`config.mk`:
```
export PLATFORM = sky130hd
export DESIGN_NAME = cart_engine
export DESIGN_NICKNAME = d
export VERILOG_FILES = /design/src/rtl/cart_pkg.sv /design/src/rtl/cart_line_mac.sv /design/src/rtl/cart_engine.sv
export SDC_FILE = /design/constraint.sdc
export NUM_CORES = 1
export LEC_CHECK = 0
export CAP_MARGIN = 5
export CORE_MARGIN = 2
export CORE_UTILIZATION = 50
export DETAILED_ROUTE_END_ITERATION = 12
export GPL_TIMING_DRIVEN = 1
export PLACE_DENSITY = 0.77
export RECOVER_POWER = 100
export SLEW_MARGIN = 15
export SYNTH_ARGS = -nofsm -noshare
export SYNTH_HDL_FRONTEND = slang
export SYNTH_SLANG_ARGS = --single-unit
```
`constraint.sdc`:
```
create_clock -name clk -period 8.4 [get_ports clk]
set_clock_uncertainty 0.05 [all_clocks]
set_input_delay 0.84 -clock clk [delete_from_list [all_inputs] [get_ports clk]]
set_output_delay 0.84 -clock clk [all_outputs]
set_load 0.005 [all_outputs]
```
`src/rtl/cart_pkg.sv`:
```
// Shared encodings for the cart engine: command ops, response status, FSM states.
// Pure definitions, no logic; imported by the engine and its accumulate stage.
package cart_pkg;

    typedef enum logic [1:0] {
        OP_ADD    = 2'd0,
        OP_REMOVE = 2'd1,
        OP_UPDATE = 2'd2,
        OP_CLEAR  = 2'd3
    } op_e;

    typedef enum logic [1:0] {
        ST_OK        = 2'd0,
        ST_FULL      = 2'd1,
        ST_NOT_FOUND = 2'd2,
        ST_SAT       = 2'd3
    } status_e;

    typedef enum logic [2:0] {
        S_IDLE   = 3'd0,
        S_SEARCH = 3'd1,
        S_APPLY  = 3'd2,
        S_RECALC = 3'd3,
        S_RESP   = 3'd4
    } state_e;

    // Width needed to hold a count from 0 to n inclusive.
    function automatic int cnt_w(input int n);
        return $clog2(n + 1);
    endfunction

    // Width needed to index n slots (n >= 2).
    function automatic int idx_w(input int n);
        return $clog2(n);
    endfunction

endpackage

```
`src/rtl/cart_line_mac.sv`:
```
// One line-item step of the cart total: price*qty added into a saturating accumulator.
// Combinational, zero latency; no flow control. The accumulator MSB is a sticky overflow flag.
module cart_line_mac #(
    parameter int PRICE_W = 16,
    parameter int QTY_W   = 8,
    parameter int TOTAL_W = 32
) (
    input  logic [TOTAL_W:0]   acc_in,
    input  logic [PRICE_W-1:0] price,
    input  logic [QTY_W-1:0]   qty,
    input  logic               en,
    output logic [TOTAL_W:0]   acc_out
);

    localparam int PW = PRICE_W + QTY_W;
    localparam int SW = ((TOTAL_W > PW) ? TOTAL_W : PW) + 2;

    logic [PW-1:0] prod;
    logic [SW-1:0] sum;

    assign prod = PW'(price) * PW'(qty);
    assign sum  = SW'(acc_in[TOTAL_W-1:0]) + SW'(prod);

    // Once the flag is set the accumulator stays pinned at all-ones.
    always_comb begin
        acc_out = acc_in;
        if (en) begin
            if (acc_in[TOTAL_W] || ((sum >> TOTAL_W) != '0)) begin
                acc_out = {1'b1, {TOTAL_W{1'b1}}};
            end else begin
                acc_out = {1'b0, sum[TOTAL_W-1:0]};
            end
        end
    end

endmodule

```
`src/rtl/cart_engine.sv`:
```
// Multi-slot shopping cart: ADD/REMOVE/UPDATE/CLEAR with sequential saturating total recompute.
// Latency 2*SLOTS+2 cycles accept-to-rsp_valid; cmd_ready only in IDLE so busy-time commands stall.
// CART_DISCOUNT_EN adds disc_q8 input and net_total output (total less a Q0.8 discount).
module cart_engine
    import cart_pkg::*;
#(
    parameter int SLOTS   = 8,
    parameter int ID_W    = 8,
    parameter int PRICE_W = 16,
    parameter int QTY_W   = 8,
    parameter int TOTAL_W = 32
) (
    input  logic                      clk,
    input  logic                      reset,
    input  logic                      cmd_valid,
    output logic                      cmd_ready,
    input  logic [1:0]                cmd_op,
    input  logic [ID_W-1:0]           cmd_id,
    input  logic [PRICE_W-1:0]        cmd_price,
    input  logic [QTY_W-1:0]          cmd_qty,
    output logic                      rsp_valid,
    output logic [1:0]                rsp_status,
    output logic [TOTAL_W-1:0]        total,
    output logic                      total_valid,
`ifdef CART_DISCOUNT_EN
    input  logic [7:0]                disc_q8,
    output logic [TOTAL_W-1:0]        net_total,
`endif
    output logic [cnt_w(SLOTS)-1:0]   item_count
);

    localparam int IW = idx_w(SLOTS);
    localparam int CW = cnt_w(SLOTS);

    state_e               state, state_n;
    logic [IW-1:0]        idx;
    logic                 last;

    op_e                  op_q;
    logic [ID_W-1:0]      id_q;
    logic [PRICE_W-1:0]   price_q;
    logic [QTY_W-1:0]     qty_q;
    status_e              status_q;

    logic                 match_found, free_found;
    logic [IW-1:0]        match_idx, free_idx;

    logic [SLOTS-1:0]     slot_vld, n_vld;
    logic [ID_W-1:0]      slot_id    [SLOTS];
    logic [PRICE_W-1:0]   slot_price [SLOTS];
    logic [QTY_W-1:0]     slot_qty   [SLOTS];
    logic [ID_W-1:0]      n_id       [SLOTS];
    logic [PRICE_W-1:0]   n_price    [SLOTS];
    logic [QTY_W-1:0]     n_qty      [SLOTS];
    status_e              n_status;
    logic [CW-1:0]        n_count;
    logic [QTY_W:0]       qty_sum;

    logic [TOTAL_W:0]     acc, mac_out;
    logic [TOTAL_W-1:0]   sat_total;

    assign cmd_ready = (state == S_IDLE);
    assign last      = (idx == IW'(SLOTS - 1));
    assign sat_total = acc[TOTAL_W] ? {TOTAL_W{1'b1}} : acc[TOTAL_W-1:0];

    cart_line_mac #(
        .PRICE_W (PRICE_W),
        .QTY_W   (QTY_W),
        .TOTAL_W (TOTAL_W)
    ) u_mac (
        .acc_in  (acc),
        .price   (slot_price[idx]),
        .qty     (slot_qty[idx]),
        .en      (slot_vld[idx]),
        .acc_out (mac_out)
    );

    always_ff @(posedge clk) begin
        if (reset) state <= S_IDLE;
        else       state <= state_n;
    end

    always_comb begin
        state_n = state;
        unique case (state)
            S_IDLE:   if (cmd_valid) state_n = S_SEARCH;
            S_SEARCH: if (last)      state_n = S_APPLY;
            S_APPLY:                 state_n = S_RECALC;
            S_RECALC: if (last)      state_n = S_RESP;
            S_RESP:                  state_n = S_IDLE;
            default:                 state_n = S_IDLE;
        endcase
    end

    // Post-command slot image; committed in APPLY.
    always_comb begin
        n_vld    = slot_vld;
        n_id     = slot_id;
        n_price  = slot_price;
        n_qty    = slot_qty;
        n_status = ST_OK;
        qty_sum  = {1'b0, slot_qty[match_idx]} + {1'b0, qty_q};
        unique case (op_q)
            OP_ADD: begin
                if (qty_q != '0) begin
                    if (match_found) begin
                        n_price[match_idx] = price_q;
                        n_qty[match_idx]   = qty_sum[QTY_W] ? {QTY_W{1'b1}} : qty_sum[QTY_W-1:0];
                    end else if (free_found) begin
                        n_vld[free_idx]   = 1'b1;
                        n_id[free_idx]    = id_q;
                        n_price[free_idx] = price_q;
                        n_qty[free_idx]   = qty_q;
                    end else begin
                        n_status = ST_FULL;
                    end
                end
            end
            OP_REMOVE: begin
                if (match_found) n_vld[match_idx] = 1'b0;
                else             n_status = ST_NOT_FOUND;
            end
            OP_UPDATE: begin
                if (match_found) begin
                    n_qty[match_idx] = qty_q;
                    if (qty_q == '0) n_vld[match_idx] = 1'b0;
                end else begin
                    n_status = ST_NOT_FOUND;
                end
            end
            OP_CLEAR: n_vld = '0;
            default: ;
        endcase
        n_count = '0;
        for (int i = 0; i < SLOTS; i++) n_count = n_count + CW'(n_vld[i]);
    end

`ifdef CART_DISCOUNT_EN
    logic [7:0]           disc_q;
    logic [TOTAL_W+7:0]   disc_prod;
    assign disc_prod = (TOTAL_W+8)'(sat_total) * (TOTAL_W+8)'(disc_q);

    always_ff @(posedge clk) begin
        if (reset) begin
            disc_q    <= '0;
            net_total <= '0;
        end else begin
            if (state == S_IDLE && cmd_valid) disc_q <= disc_q8;
            if (state == S_RESP) net_total <= sat_total - disc_prod[TOTAL_W+7:8];
        end
    end
`endif

    always_ff @(posedge clk) begin
        if (reset) begin
            idx         <= '0;
            op_q        <= OP_ADD;
            id_q        <= '0;
            price_q     <= '0;
            qty_q       <= '0;
            status_q    <= ST_OK;
            match_found <= 1'b0;
            free_found  <= 1'b0;
            match_idx   <= '0;
            free_idx    <= '0;
            acc         <= '0;
            slot_vld    <= '0;
            for (int i = 0; i < SLOTS; i++) begin
                slot_id[i]    <= '0;
                slot_price[i] <= '0;
                slot_qty[i]   <= '0;
            end
            rsp_valid   <= 1'b0;
            rsp_status  <= ST_OK;
            total       <= '0;
            total_valid <= 1'b1;
            item_count  <= '0;
        end else begin
            rsp_valid <= 1'b0;
            unique case (state)
                S_IDLE: begin
                    if (cmd_valid) begin
                        op_q        <= op_e'(cmd_op);
                        id_q        <= cmd_id;
                        price_q     <= cmd_price;
                        qty_q       <= cmd_qty;
                        idx         <= '0;
                        match_found <= 1'b0;
                        free_found  <= 1'b0;
                        total_valid <= 1'b0;
                    end
                end
                S_SEARCH: begin
                    if (slot_vld[idx] && slot_id[idx] == id_q && !match_found) begin
                        match_found <= 1'b1;
                        match_idx   <= idx;
                    end
                    if (!slot_vld[idx] && !free_found) begin
                        free_found <= 1'b1;
                        free_idx   <= idx;
                    end
                    idx <= last ? '0 : idx + 1'b1;
                end
                S_APPLY: begin
                    slot_vld   <= n_vld;
                    slot_id    <= n_id;
                    slot_price <= n_price;
                    slot_qty   <= n_qty;
                    status_q   <= n_status;
                    item_count <= n_count;
                    acc        <= '0;
                    idx        <= '0;
                end
                S_RECALC: begin
                    acc <= mac_out;
                    idx <= last ? '0 : idx + 1'b1;
                end
                S_RESP: begin
                    rsp_valid   <= 1'b1;
                    total       <= sat_total;
                    total_valid <= 1'b1;
                    rsp_status  <= (status_q != ST_OK) ? status_q
                                 : (acc[TOTAL_W] ? ST_SAT : ST_OK);
                end
                default: ;
            endcase
        end
    end

endmodule

```
==> metrics, run 1 <==
status=complete, but fails checks; violated checks=capacitance limit, slew limit; arrival time worst endpoint=7.54 ns; FF-to-FF End=acc[6]; CTS resizes=0; WS Path Type=reg -> reg; Leak=9.63 nW; DP HPWL=42.0 mm; VDD IR max=164 uV; reg-to-reg startpoint=idx[0]; routed vias/inst=5.94; PortBufs=77; DR WL/cell=19.5 um; Clock Tree Buf Depth=3; synthesized cell area=0.0227 sq mm; Die ar.=0.0471 sq mm; Int Pwr=3.14 mW; Clock transition at path regs=0.07 ns; Final GP Congestion=0.978; post-CTS setup buffers=0; first-pass GRT wire length=99.3 mm; via count=18900; Clock power frac=0.501; Slew headroom=-2.85; Hold Buf Count CTS=0; CP top delay family=adder cells; Yosys warning total=0; H-tree depth=2; Max Slew Vio Count=336; setup_tns=0 ns; Clock Tree Root=clkbuf_16; CTS tree=yes; commonest non-fill, non-tap cells in the layout=nor2_1 (408), dfxtp_1 (384), nand2_1 (209); FP Rows=78; Area Overhead vs Synth=12.1%; Net Sw Power=0.940 mW; post-synth cell types=67; Starting Density=0.503; worst slew pin tran=5.78 ns; Die W=217 um; commonest non-fill, non-tap cell in the layout=nor2_1; Nets=2755; routed wire length=62.0 mm; worst-path fanout max=30; Num Clock Sinks=387; count of flip-flops with a built-in enable after synthesis=0; Final Hold Fails=0; Synth Flop Type=dfxtp_1; IO Pins=78; Worst setup endpoint=acc[6]; Die H=217 um; cell count after synthesis=2552; FF+latch count, synth=387; Worst R2R Setup Slack=1.01 ns; CP cell instances=buf_4 > mux4_2 > mux2_2 > nand2b_1 > fa_1 > inv_1 > fa_1 > fa_1 > inv_1 > fa_1 > inv_1 > ha_1 > a211oi_1 > nor2_1 > o31ai_1 > a21oi_1 > o31ai_1 > o21a_1 > a311oi_1; crit path buf inv count=4; DRT Pass-1 Iters=6; Async S/R FF share, synth=0; WP depth=19; Place WS=1.16 ns; switching share of power=0.230; CTS buffer count=42; grt total ovfl=0; Final Cell Area=0.0254 sq mm; post-detailed-route count of antenna-violating nets=0; initial antenna violation count=0; Worst Setup SP=idx[0]; Setup violations, final=0; required time of the worst setup path=8.55 ns; RSZ-0062 raised after global routing=false; Final WS setup=1.01 ns; Initial DRC Count=1870; Worst-Skew Late Latency=0.60 ns; Crit path largest cell delay=0.69 ns; largest net degree at the start of global routing=127; pwr/cell area=160 mW/mm^2; Gate power share=0.037; Avg Cell Area, Syn=8.89 sq um; worst reg2reg path depth=19; placed cell area=0.0239 sq mm; fmax=0.135 GHz; ratio of final minimum period to clock period=0.880; Setup crit start kind=register; Reg power frac=0.461; overall routing resource usage=0.263; Hold Crit Class=reg -> reg; layout cells sized above 1=0.0878; sequential share of the synthesized area=0.341; drt drc=0; Inserted Diodes=0; core area=0.0451 sq mm; cell repeated most along the worst path=fa_1; crit path capture type=register; Critical Path Slowest Stage Cell=dfxtp_4; max cap viols=5; vias in the first global route=18800; Tmin final=7.39 ns; syn_nets=2766
synthesized netlist by cell type, types with 3 or more instances:
| cell type | instances | area share |
|---|---|---|
| nand2b_1 | 25 | 0.0069 |
| nand3b_1 | 5 | 0.0017 |
| a21oi_1 | 171 | 0.038 |
| xnor2_1 | 21 | 0.0081 |
| o21a_1 | 10 | 0.0033 |
| fa_1 | 111 | 0.098 |
| nor2b_1 | 12 | 0.0033 |
| mux4_2 | 60 | 0.060 |
| inv_1 | 196 | 0.032 |
| xor2_1 | 13 | 0.0050 |
| mux2_2 | 3 | 0.0015 |
| o21bai_1 | 7 | 0.0023 |
| nand2_1 | 209 | 0.035 |
| a311oi_1 | 15 | 0.0058 |
| o41ai_1 | 3 | 0.0012 |
| o21ai_0 | 72 | 0.016 |
| and3_1 | 5 | 0.0014 |
| a22oi_1 | 74 | 0.024 |
| nor3b_1 | 9 | 0.0030 |
| buf_1 | 8 | 0.0013 |
| ha_1 | 66 | 0.036 |
| nor4_1 | 7 | 0.0019 |
| nor4b_1 | 4 | 0.0015 |
| nor2_1 | 420 | 0.069 |
| a31oi_1 | 21 | 0.0058 |
| and2_1 | 7 | 0.0019 |
| mux4_1 | 6 | 0.0069 |
| or2_2 | 12 | 0.0033 |
| clkbuf_1 | 139 | 0.023 |
| dfxtp_1 | 387 | 0.34 |
| or4_1 | 3 | 0.00099 |
| nor3_1 | 33 | 0.0073 |
| a21o_1 | 12 | 0.0040 |
| o22a_1 | 3 | 0.0012 |
| nand4_1 | 10 | 0.0028 |
| mux2i_1 | 201 | 0.089 |
| o31ai_1 | 3 | 0.00099 |
| buf_2 | 35 | 0.0077 |
| a211oi_1 | 60 | 0.020 |
| nand3_1 | 57 | 0.013 |
worst min-delay path by stage:
stage / cells past startpoint / startpoint / slack (ns) / end
final: 2 / total_valid / 0.39 / total_valid
after CTS: 2 / total_valid / 0.40 / total_valid
after floorplan: 2 / slot_id[52] / 0.38 / slot_id[52]
after global routing: 2 / total_valid / 0.42 / total_valid
after global placement: 2 / total[31] / 0.38 / total[31]
after detailed placement: 2 / total_valid / 0.39 / total_valid
tightest hold or removal path: stages (launching register included):
cell and delay (ns):
dfxtp_1 0.31, nand2_1 0.05, nand2_1 0.04
metal layers:
layer / track usage / wire length, um / vias to the layer above
met5: 0 / 0 / -
met1: 0.341 / 25600 / 9116
li1: - / - / 8719
met2: 0.429 / 29000 / 838
met3: 0.0475 / 4850 / 182
met4: 0.119 / 2520 / 0
flip-flops by register name (all words and copies together) (netlist names):
signal,count
acc,33
free_found,1
free_idx,3
id_q,8
idx,3
item_count,4
match_found,1
match_idx,3
op_q,2
price_q,16
qty_q,8
rsp_status,2
rsp_valid,1
slot_id,64
slot_price,128
slot_qty,64
slot_vld,8
state,3
status_q,2
total,32
total_valid,1
power by group through the flow:
stage               Sequential (mW)  Clock [mW]  Combinational, mW
finish                         1.88        2.05              0.152
floorplan                      1.89           0              0.128
global placement               1.92           0              0.147
global route                   1.89        2.15              0.163
CTS                            1.88        2.08              0.150
detailed placement             1.92           0              0.150
area by class of cell:
cell class / count / area (sq um)
clock inverter: 23 / 354
sequential: 387 / 7760
clock buffer: 55 / 1200
inverter: 197 / 739
fill: 3896 / 19700
timing repair buffer: 130 / 1140
multi-input combinational: 1783 / 13500
tap: 600 / 751
through the flow:
step	cells	utilization	hold slack (ns)	total power [mW]
floorplan	2552	-	0.382	2.02
global placement	3096	0.530	0.384	2.07
detailed placement	3096	0.530	0.387	2.07
CTS	3174	0.565	0.396	4.11
global route	3175	0.564	0.422	4.20
finish	3175	0.564	0.393	4.08
cell families (layout without fill, tap and decap cells):
kind of cell / Yosys count / after routing / share of synthesized area
muxes: 270 / 270 / 0.157
and+or+nand+nor: 823 / 823 / 0.155
xor gates and xnor gates: 34 / 34 / 0.0131
adders and majority gates: 177 / 177 / 0.134
AOI/OAI and AO/OA: 479 / 479 / 0.134
buffers and inverters: 382 / 405 / 0.0663
DFF: 387 / 387 / 0.341
No activity file was read; power rests on OpenSTA's default activity.
==> inputs of run 2 (changes only) <==
Settings changed: SETUP_SLACK_MARGIN set to 0.4.
==> results of run 2 <==
Final layout, timing and power as in run 1 (identical DEF).
